`src/rtl/hazard_fwd_unit.sv`:
```
// Hazard/forwarding controller for a 5-stage RV32I pipeline: D-stage stall and ALU operand selects.
// Define HAZ_MDU_EN to add the multi-cycle MDU interlock (R-type with funct7=0000001).
module hazard_fwd_unit #(
    parameter int unsigned NUM_FWD  = 3,
    parameter int unsigned LOAD_LAT = 1,
    parameter int unsigned MDU_LAT  = 4
) (
    input  logic        clk,
    input  logic        rst_n,
    input  logic [31:0] instD,
    input  logic        validD,
    input  logic        flush,
    input  logic        alumux1,
    input  logic        alumux2,
    output logic        stall,
    output logic [2:0]  ASrc,
    output logic [2:0]  BSrc,
    output logic        mdu_busy
);

    localparam logic [4:0] OpLoad   = 5'b00000;
    localparam logic [4:0] OpImm    = 5'b00100;
    localparam logic [4:0] OpAuipc  = 5'b00101;
    localparam logic [4:0] OpStore  = 5'b01000;
    localparam logic [4:0] OpReg    = 5'b01100;
    localparam logic [4:0] OpLui    = 5'b01101;
    localparam logic [4:0] OpBranch = 5'b11000;
    localparam logic [4:0] OpJalr   = 5'b11001;
    localparam logic [4:0] OpJal    = 5'b11011;

    typedef struct packed {
        logic       v;
        logic [4:0] rd;
        logic       ld;
        logic       mdu;
    } shadow_t;

    typedef struct packed {
        logic       blk;
        logic [2:0] src;
    } opsel_t;

    if (NUM_FWD < 1 || NUM_FWD > 3 || LOAD_LAT < 1 || LOAD_LAT > 2 || MDU_LAT < 2)
    begin : g_param_check
        $error("hazard_fwd_unit: unsupported parameter set");
    end

    logic [4:0]    opc;
    logic [4:0]    rs1;
    logic [4:0]    rs2;
    logic          use_rs1;
    logic          use_rs2;
    logic          wr_rd;
    logic          is_load;
    logic          is_mdu;
    shadow_t       dec_ent;
    shadow_t [2:0] sh_q;
    shadow_t [2:0] sh_d;
    logic          mdu_stall;
    logic          mdu_ready;
    opsel_t        sel_a;
    opsel_t        sel_b;

    assign opc = instD[6:2];
    assign rs1 = instD[19:15];
    assign rs2 = instD[24:20];

    always_comb begin
        use_rs1 = 1'b0;
        use_rs2 = 1'b0;
        wr_rd   = 1'b0;
        case (opc)
            OpReg: begin
                use_rs1 = 1'b1;
                use_rs2 = 1'b1;
                wr_rd   = 1'b1;
            end
            OpBranch, OpStore: begin
                use_rs1 = 1'b1;
                use_rs2 = 1'b1;
            end
            OpImm, OpLoad, OpJalr: begin
                use_rs1 = 1'b1;
                wr_rd   = 1'b1;
            end
            OpLui, OpAuipc, OpJal: wr_rd = 1'b1;
            default: ;
        endcase
    end

    assign is_load = (opc == OpLoad) && (instD[14:12] == 3'b010);

`ifdef HAZ_MDU_EN
    logic unused_inst;
    assign unused_inst = ^instD[1:0];
    assign is_mdu      = (opc == OpReg) && (instD[31:25] == 7'b0000001);
`else
    logic unused_inst;
    assign unused_inst = ^{instD[31:25], instD[1:0]};
    assign is_mdu      = 1'b0;
`endif

    assign dec_ent = '{v: validD & wr_rd, rd: instD[11:7], ld: is_load, mdu: is_mdu};

    // Index 0 = E, 1 = M, 2 = W; only the youngest matching writer is considered,
    // since any older match holds a stale value.
    function automatic opsel_t resolve(input logic [4:0] rs, input logic used, input logic am,
                                       input shadow_t [2:0] sh, input logic mdu_rdy);
        opsel_t r;
        logic   hit;
        r   = '{blk: 1'b0, src: {2'b00, am}};
        hit = 1'b0;
        for (int unsigned s = 0; s < 3; s++) begin
            if (!hit && used && rs != 5'd0 && sh[s].v && sh[s].rd == rs) begin
                hit = 1'b1;
                if (s >= NUM_FWD || (sh[s].ld && s < LOAD_LAT) ||
                    (s == 0 && sh[s].mdu && !mdu_rdy)) begin
                    r.blk = 1'b1;
                end else if (!am) begin
                    r.src = 3'(s + 2);
                end
            end
        end
        return r;
    endfunction

    assign sel_a = resolve(rs1, use_rs1, alumux1, sh_q, mdu_ready);
    assign sel_b = resolve(rs2, use_rs2, alumux2, sh_q, mdu_ready);

    assign stall    = sel_a.blk | sel_b.blk | mdu_stall;
    assign ASrc     = sel_a.src;
    assign BSrc     = sel_b.src;
    assign mdu_busy = mdu_stall;

    always_comb begin
        sh_d    = sh_q;
        sh_d[2] = sh_q[1];
        sh_d[1] = sh_q[0];
        sh_d[0] = '0;
        if (flush) begin
            sh_d[0] = '0;
        end else if (mdu_stall) begin
            // MDU op stays in E; a bubble drains into M behind it.
            sh_d[0] = sh_q[0];
            sh_d[1] = '0;
        end else if (!stall) begin
            sh_d[0] = dec_ent;
        end
    end

    always_ff @(posedge clk) begin
        if (!rst_n) begin
            sh_q <= '0;
        end else begin
            sh_q <= sh_d;
        end
    end

`ifdef HAZ_MDU_EN
    localparam int unsigned CntW = $clog2(MDU_LAT);

    logic [CntW-1:0] cnt_q;
    logic [CntW-1:0] cnt_d;

    always_comb begin
        cnt_d = cnt_q;
        if (flush) begin
            cnt_d = '0;
        end else if (cnt_q != '0) begin
            cnt_d = cnt_q - CntW'(1);
        end else if (!stall && validD && is_mdu) begin
            cnt_d = CntW'(MDU_LAT - 1);
        end
    end

    always_ff @(posedge clk) begin
        if (!rst_n) begin
            cnt_q <= '0;
        end else begin
            cnt_q <= cnt_d;
        end
    end

    assign mdu_stall = (cnt_q != '0);
    assign mdu_ready = (cnt_q == '0);
`else
    assign mdu_stall = 1'b0;
    assign mdu_ready = 1'b1;
`endif

endmodule

```
`config.mk`:
```
export PLATFORM = sky130hd
export DESIGN_NAME = hazard_fwd_unit
export DESIGN_NICKNAME = d
export VERILOG_FILES = /design/src/rtl/hazard_fwd_unit.sv
export SDC_FILE = /design/constraint.sdc
export NUM_CORES = 1
export LEC_CHECK = 0
export CORE_MARGIN = 1.5
export CORE_UTILIZATION = 43
export DETAILED_ROUTE_END_ITERATION = 16
export GPL_ROUTABILITY_DRIVEN = 0
export GPL_TIMING_DRIVEN = 1
export PLACE_DENSITY_LB_ADDON = 0.12
export SYNTH_ARGS = -nofsm -noshare
export SYNTH_HDL_FRONTEND = slang
export SYNTH_SLANG_ARGS = --single-unit
export TNS_END_PERCENT = 50
```
`constraint.sdc`:
```
create_clock -name clk -period 3.76 [get_ports clk]
set_input_delay 0.752 -clock clk [delete_from_list [all_inputs] [get_ports clk]]
set_output_delay 0.752 -clock clk [all_outputs]
set_load 0.01 [all_outputs]
```
==> results summary <==
Input and output buffers added on the ports amount to 35. The largest single stage delay on the critical path is 0.57 ns. The final-stage net count came out at ~200. The proportion of layout cells with a drive suffix above 1 is 0.1173.

The die footprint is between 2000 and 3000 um2. The total power consumption of the routed design is about 0.41 mW. The kind of cell with the highest combined delay along the critical path is buffers and inverters.

The sequential cell fraction of total power is 0.517. The insertion delay to the later sink of the worst-skew pair is 0.31 ns. The combinational fraction of design power is 0.215. During synthesis, Yosys emitted a total of 0 warnings. TritonCTS built the clock tree.

The number of rows created at floorplan is 18. The met2 usage in global routing came out at 0.3577. The peak-usage layer in the global routing report is met2. The power dissipated by switching net loads came out at 0.1097 mW. The global-route congestion overflow total is 0. The average instance area after synthesis came out at approximately 9.4 um2. The number of synthesized flops with an enable pin is 0. The met1 global-route usage came out at 0.2437. The power per cell area is 259.2 nW/um2. The remaining antenna violation count came out at 0. The fmax is 276.1 MHz.

The wire length per cell after detailed routing came out at 13.78 um. The met3 layer usage reported by global route is 0.06111. The number of different library cells used by synthesis comes to 33. Clock tree synthesis inserted a total of 3 buffers. The count of endpoints failing hold in the final timing report came to 0.

The setup path with the least slack is of type in -> out. Setup total negative slack on the finished layout was measured at 0 ns. The maximum number of pins on one net before global-route repair came out at 14.

For the finished layout, the period the worst path requires is 3.621 ns. The cell count after synthesis came out at 118. The starting utilization of the core area is 0.4521.

The post-route core utilization is 0.6417. The most common cell in the synthesized netlist is sky130_fd_sc_hd__xor2_1. The number of storage elements in the synthesis netlist is 19. STA puts the critical path data arrival time at ~2.9 ns.

The number of pins exceeding their max-slew limit in the final report is 0. Traced cell by cell, the critical path runs through clkdlybuf4s50_1, xor2_1, nor4_2, nand3_1, nand2b_1, a211oi_1, clkdlybuf4s50_1. The DRC marker count from the first detailed-route iteration is 5.

46 I/O pins were placed. Detailed placement finished with a half-perimeter wire length of ~2200 um. The top-area cell type share of the netlist area came out at 0.3427. The initial antenna violation count came to 0. The proportion of power drawn by the clock network came out at 0.268. The biggest area contributor in the post-synthesis netlist is sky130_fd_sc_hd__dfxtp_1. The critical path required time came out at 3.01 ns. The slowest cell on the critical path is sky130_fd_sc_hd__clkdlybuf4s50_1.

The clock arrives with between 0.007 and 0.008 ns of skew. The total inserted antenna cells came out at 0. The netlist area before placement came out at roughly 1100 um2. The total wire length after detailed routing came out at approximately 2600 um.

Summing all placed instances gives a cell area of between 1500 and 2000 um2. The worst setup path is launched from an input pin. The first-pass GRT wire length is 4126 um. The max-cap violation count came out at 0.

In this run the horizontal extent of the chip is around 54 um. In the synthesized netlist the dominant register cell turns out to be sky130_fd_sc_hd__dfxtp_1. The residual DRC count is 0. The via count of the first global-routing pass is roughly 960. For this design the static power due to leakage is around 0.64 nW.

The vias per cell came out at about 5.2. STA classifies the critical path endpoint as a primary output. The run finished with clean final reports.

The sequential-to-total area share from yosys stat came out at 0.3427. The core area is about 2500 um2. The number of vias after detailed routing came out at between 900 and 1000. Dividing the final minimum period by the clock period gives 0.9631. The highest ir drop seen on vdd is between 0.2 and 0.3 mV.

After clock tree synthesis, the clock-pin slew on the worst setup and hold paths is roughly 0.12 ns. The buffering stage count on the worst path with inverters included came out at 2. The maximum buffer depth of the clock tree came out at 2. The most frequent cell on the critical path is sky130_fd_sc_hd__clkdlybuf4s50_1. The overall routing resource usage is 0.2087. The final setup violation count came out at 0.

The y dimension of the die came out at between 50 and 60 um. The worst hold path belongs to the class reg -> reg. The H-tree depth is 1. After clock tree synthesis, the setup repair step added 0 buffers. The post-route non-filler standard cell count came out at 192.

Internal power comes to between 0.2 and 0.3 mW. The layout-stage area growth over the synthesis result came out at 41.94%. Setup repair after global routing left no endpoint under its margin. For this design, the sink count on the clock tree is 19.

The total instance count after detailed placement is about 190. CTS placed an instance of sky130_fd_sc_hd__clkbuf_4 at the clock tree root. The number of nets in the synthesized netlist is 156. The finished cells cover between 1500 and 2000 um2. By area the synthesized netlist is led by sky130_fd_sc_hd__dfxtp_1, sky130_fd_sc_hd__xor2_1, sky130_fd_sc_hd__xnor2_1, sky130_fd_sc_hd__and2_1, sky130_fd_sc_hd__nor4_1. Ranked by instance count, the synthesized netlist is headed by sky130_fd_sc_hd__xor2_1, sky130_fd_sc_hd__dfxtp_1, sky130_fd_sc_hd__and2_1. After synthesis, the share of flip-flops with an asynchronous set or reset is 0.

In this run the worst path has a maximum fanout of 4. Of the total power, the share spent switching nets is 0.2686. The first TritonRoute pass finished after 4 iterations.
cells by family after synthesis:
kind of cell,count (synthesis),synth area share
simple gates,54,0.3022
xor+xnor,30,0.2368
flops,19,0.3427
compound gates,10,0.09808
buf+inv,4,0.01691
other cells,1,0.003379
layout by cell type, fill, tap and decap left out, drive strengths merged:
cell	count
a31oi	1
a211oi	2
clkinvlp	1
nor2	7
nand2	3
dfxtp	19
o22ai	1
nand3	6
nor4b	1
and3b	1
conb	1
a21o	1
buf	7
nor2b	1
or4	2
and3	5
o211ai	1
nor3	2
clkdlybuf4s50	35
and4	1
nor4bb	1
xnor2	10
o21a	1
a22o	1
inv	2
nand4	1
clkbuf	3
and2	13
xor2	20
nand2b	2
o21bai	2
nor4	8
per-stage QoR:
step | hold WS [ns] | setup slack [ns]
global route | 0.5213 | 0.009786
finish | 0.4950 | 0.1386
floorplan | 0.4481 | 1.161
global placement | 0.4630 | 0.1200
detailed placement | 0.4657 | 0.07204
CTS | 0.4943 | 0.06861
power by group through the flow:
stage                     Combinational (mW)  Sequential [mW]  Clock (mW)
final                                 0.0876            0.211       0.109
after global routing                  0.0945            0.212       0.123
after CTS                             0.0874            0.211       0.113
after detailed placement              0.0870            0.216           0
after global placement                0.0853            0.215           0
after floorplan                       0.0355            0.214           0
final cells by class:
type,instances,area [um2]
Tap cell,30,37.54
Inverter,2,7.507
Multi-Input combinational cell,95,716.9
Clock buffer,3,22.52
Clock inverter,1,7.507
Fill cell,211,879.6
Timing Repair Buffer,42,402.9
Sequential cell,19,380.4
registers in the layout, summed over array words and instances, names as in the netlist:
| name | count |
|---|---|
| sh_q | 13 |
| sh_d | 6 |
worst paths after layout:
kind	start	to	slack, ns	cells after the start
worst min register to register	sh_d[23]$_SDFF_PN0_	sh_q[23]$_SDFF_PN0_	0.50	1
worst max-delay path	instD[22]	BSrc[1]	0.14	7
worst max register to register	sh_q[2]$_SDFF_PP0_	sh_q[7]$_SDFF_PP0_	2.13	6
worst min-delay path	sh_d[23]$_SDFF_PN0_	sh_q[23]$_SDFF_PN0_	0.50	1
what timing repair did:
action                     4_1_cts  5_1_grt
setup endpoints to repair        0        1
resized for setup                0        1
hold buffers                     0        0
hold endpoints to repair         0        0
metal layers:
metal | wire (um) | part of all wire | vias to the layer above
met2 | 1338 | 0.51 | 23
met5 | 0 | 0 | -
li1 | - | - | 496
met4 | 26 | 0.0098 | 0
met1 | 1170 | 0.44 | 468
met3 | 110 | 0.042 | 2
Power figures use the tool's default switching activity.
==> RTL change, RTL diff (same settings) <==
Build with the macro `HAZ_MDU_EN` defined.
--- a/src/rtl/hazard_fwd_unit.sv
+++ b/src/rtl/hazard_fwd_unit.sv
@@ -1,5 +1,7 @@
 // Hazard/forwarding controller for a 5-stage RV32I pipeline: D-stage stall and ALU operand selects.
 // Define HAZ_MDU_EN to add the multi-cycle MDU interlock (R-type with funct7=0000001).
+`define HAZ_MDU_EN
+
 module hazard_fwd_unit #(
     parameter int unsigned NUM_FWD  = 3,
     parameter int unsigned LOAD_LAT = 1,
Behaviour: not the same (Yosys sat finds a counterexample within 4 cycles, from zero or initial values and one cycle with rst_n low).
==> RTL change against the original RTL <==
  * Routed wire length increased by 35%
  * Power increased by 18%
  * Setup slack lost 0.070 ns
  * Cell area up 25%
  * Sequential cell count increased by 3
  * Die area increased by 19%
  * Synthesized area grew 20%
  * Sequential share of layout area decreased by 1.7 points
  * Highest routed layer unchanged
==> RTL change: results (changes against the original RTL) <==
* Status: finished, final reports clean
* Met1 Usage GRT at 0.306 (+0.0619)
* Mean post-synth cell area at 8.35 um^2 (-11%)
* Vias in the first global route at 1215 (+27%)
* Setup Slack @ Placement at -0.108 ns (-0.180 ns)
* WL met2 at 1660 um (+24%)
* Arrival time at the worst endpoint at 2.94 ns (+0.07 ns)
* Post-synthesis adder-cell area fraction at 0.00936 (+0.00936)
* Met2 Resource Use GR at 0.338 (-0.0196)
* Synth top cells by count: dfxtp_1 (22), nand2_1 (16), xor2_1 (16)
* Post-synthesis mux area share at 0.0150 (+0.0150)
* Total wire length at 3580 um (+35%)
* Largest net degree at the start of global routing at 18 (+4)
* Layout cell share with drive strength beyond 1 at 0.128 (+0.0112)
* Cell row count at 20 (+2)
* Syn Nets at 199 (+28%)
* Met3 Wirelength at 219 um (+99%)
* Met1 WL at 1660 um (+42%)
* Cell variety after synth at 37 (+12%)
* DP HPWL at 2860 um (+30%)
* Peak supply drop at 276 uV (+3.8%)
* Core area at 0.00300 mm^2 (+22%)
* CP max-delay cell: or4_1
* GR Util met3 at 0.0264 (-0.0347)
* Dpl cells at 247 (+31%)
* Synth area leaders: dfxtp_1 (33%), xor2_1 (10%), xnor2_1 (9.2%)
* Synth Area in Compound Gates at 0.0993 (+0.00117)
* Clk_skew at 0.00171 ns (-0.00612 ns)
* Post-CTS sizing at 3 (+3)
* Tot GR Track Use at 0.215 (+0.00601)
* Max reg flops at 14 (+1)
* First-pass GRT wire length at 5650 um (+37%)
* First DRT Iteration DRCs at 55 (+50)
* CP peak stage delay at 0.52 ns (-0.05 ns)
* WL per Instance at 14.3 um (+3.5%)
RTL change: changes by cell type after synthesis, moves of 3 or more:
cell / before / now
dfxtp_1: 19 / 22
xor2_1: 20 / 16
nand3_1: 6 / 9
xnor2_1: 10 / 14
nand2_1: 3 / 16
inv_1: 2 / 5
o21ai_1: 0 / 8
RTL change: logic make-up (layout without fill, tap and decap cells):
family	Yosys count	in the layout
AOI/OAI and AO/OA	20	20
xor gates and xnor gates	30	30
adders and majority gates	1	1
and+or+nand+nor	77	77
DFF	22	22
muxes	2	2
buffers and inverters	8	66
RTL change: worst paths after layout:
path	startpoint	end	slack, ns	depth (start not counted)
setup / recovery	instD[23]	stall	0.07	7
hold / removal	cnt_q[1]	cnt_q[1]	0.49	2
setup reg to reg	cnt_q[0]	cnt_q[1]	2.04	6
hold reg to reg	cnt_q[1]	cnt_q[1]	0.49	2
RTL change: area by class of cell:
cell class	instances	area [um^2]
multi-input cells	130	891
flip-flops and latches	22	440
well taps	33	41.3
inverters	5	18.8
repair buffers	57	534
clock buffers	4	36.3
fillers	260	1040
RTL change: power by group:
part,switching (W),internal [W],leakage (nW),total (W)
clock,0.0000721,0.0000592,0.0210,0.000131
sequential,0.00000651,0.000238,0.179,0.000245
combinational,0.0000409,0.0000637,0.569,0.000105
total,0.000119,0.000361,0.768,0.000481
RTL change: metrics by stage:
| stage | hold slack, ns | instance area (um^2) |
|---|---|---|
| 2_1_floorplan | 0.438 | 1340 |
| 3_3_place_gp | 0.445 | 1900 |
| 3_5_place_dp | 0.476 | 1900 |
| 4_1_cts | 0.493 | 1930 |
| 5_1_grt | 0.528 | 1960 |
| 6_report | 0.493 | 1960 |
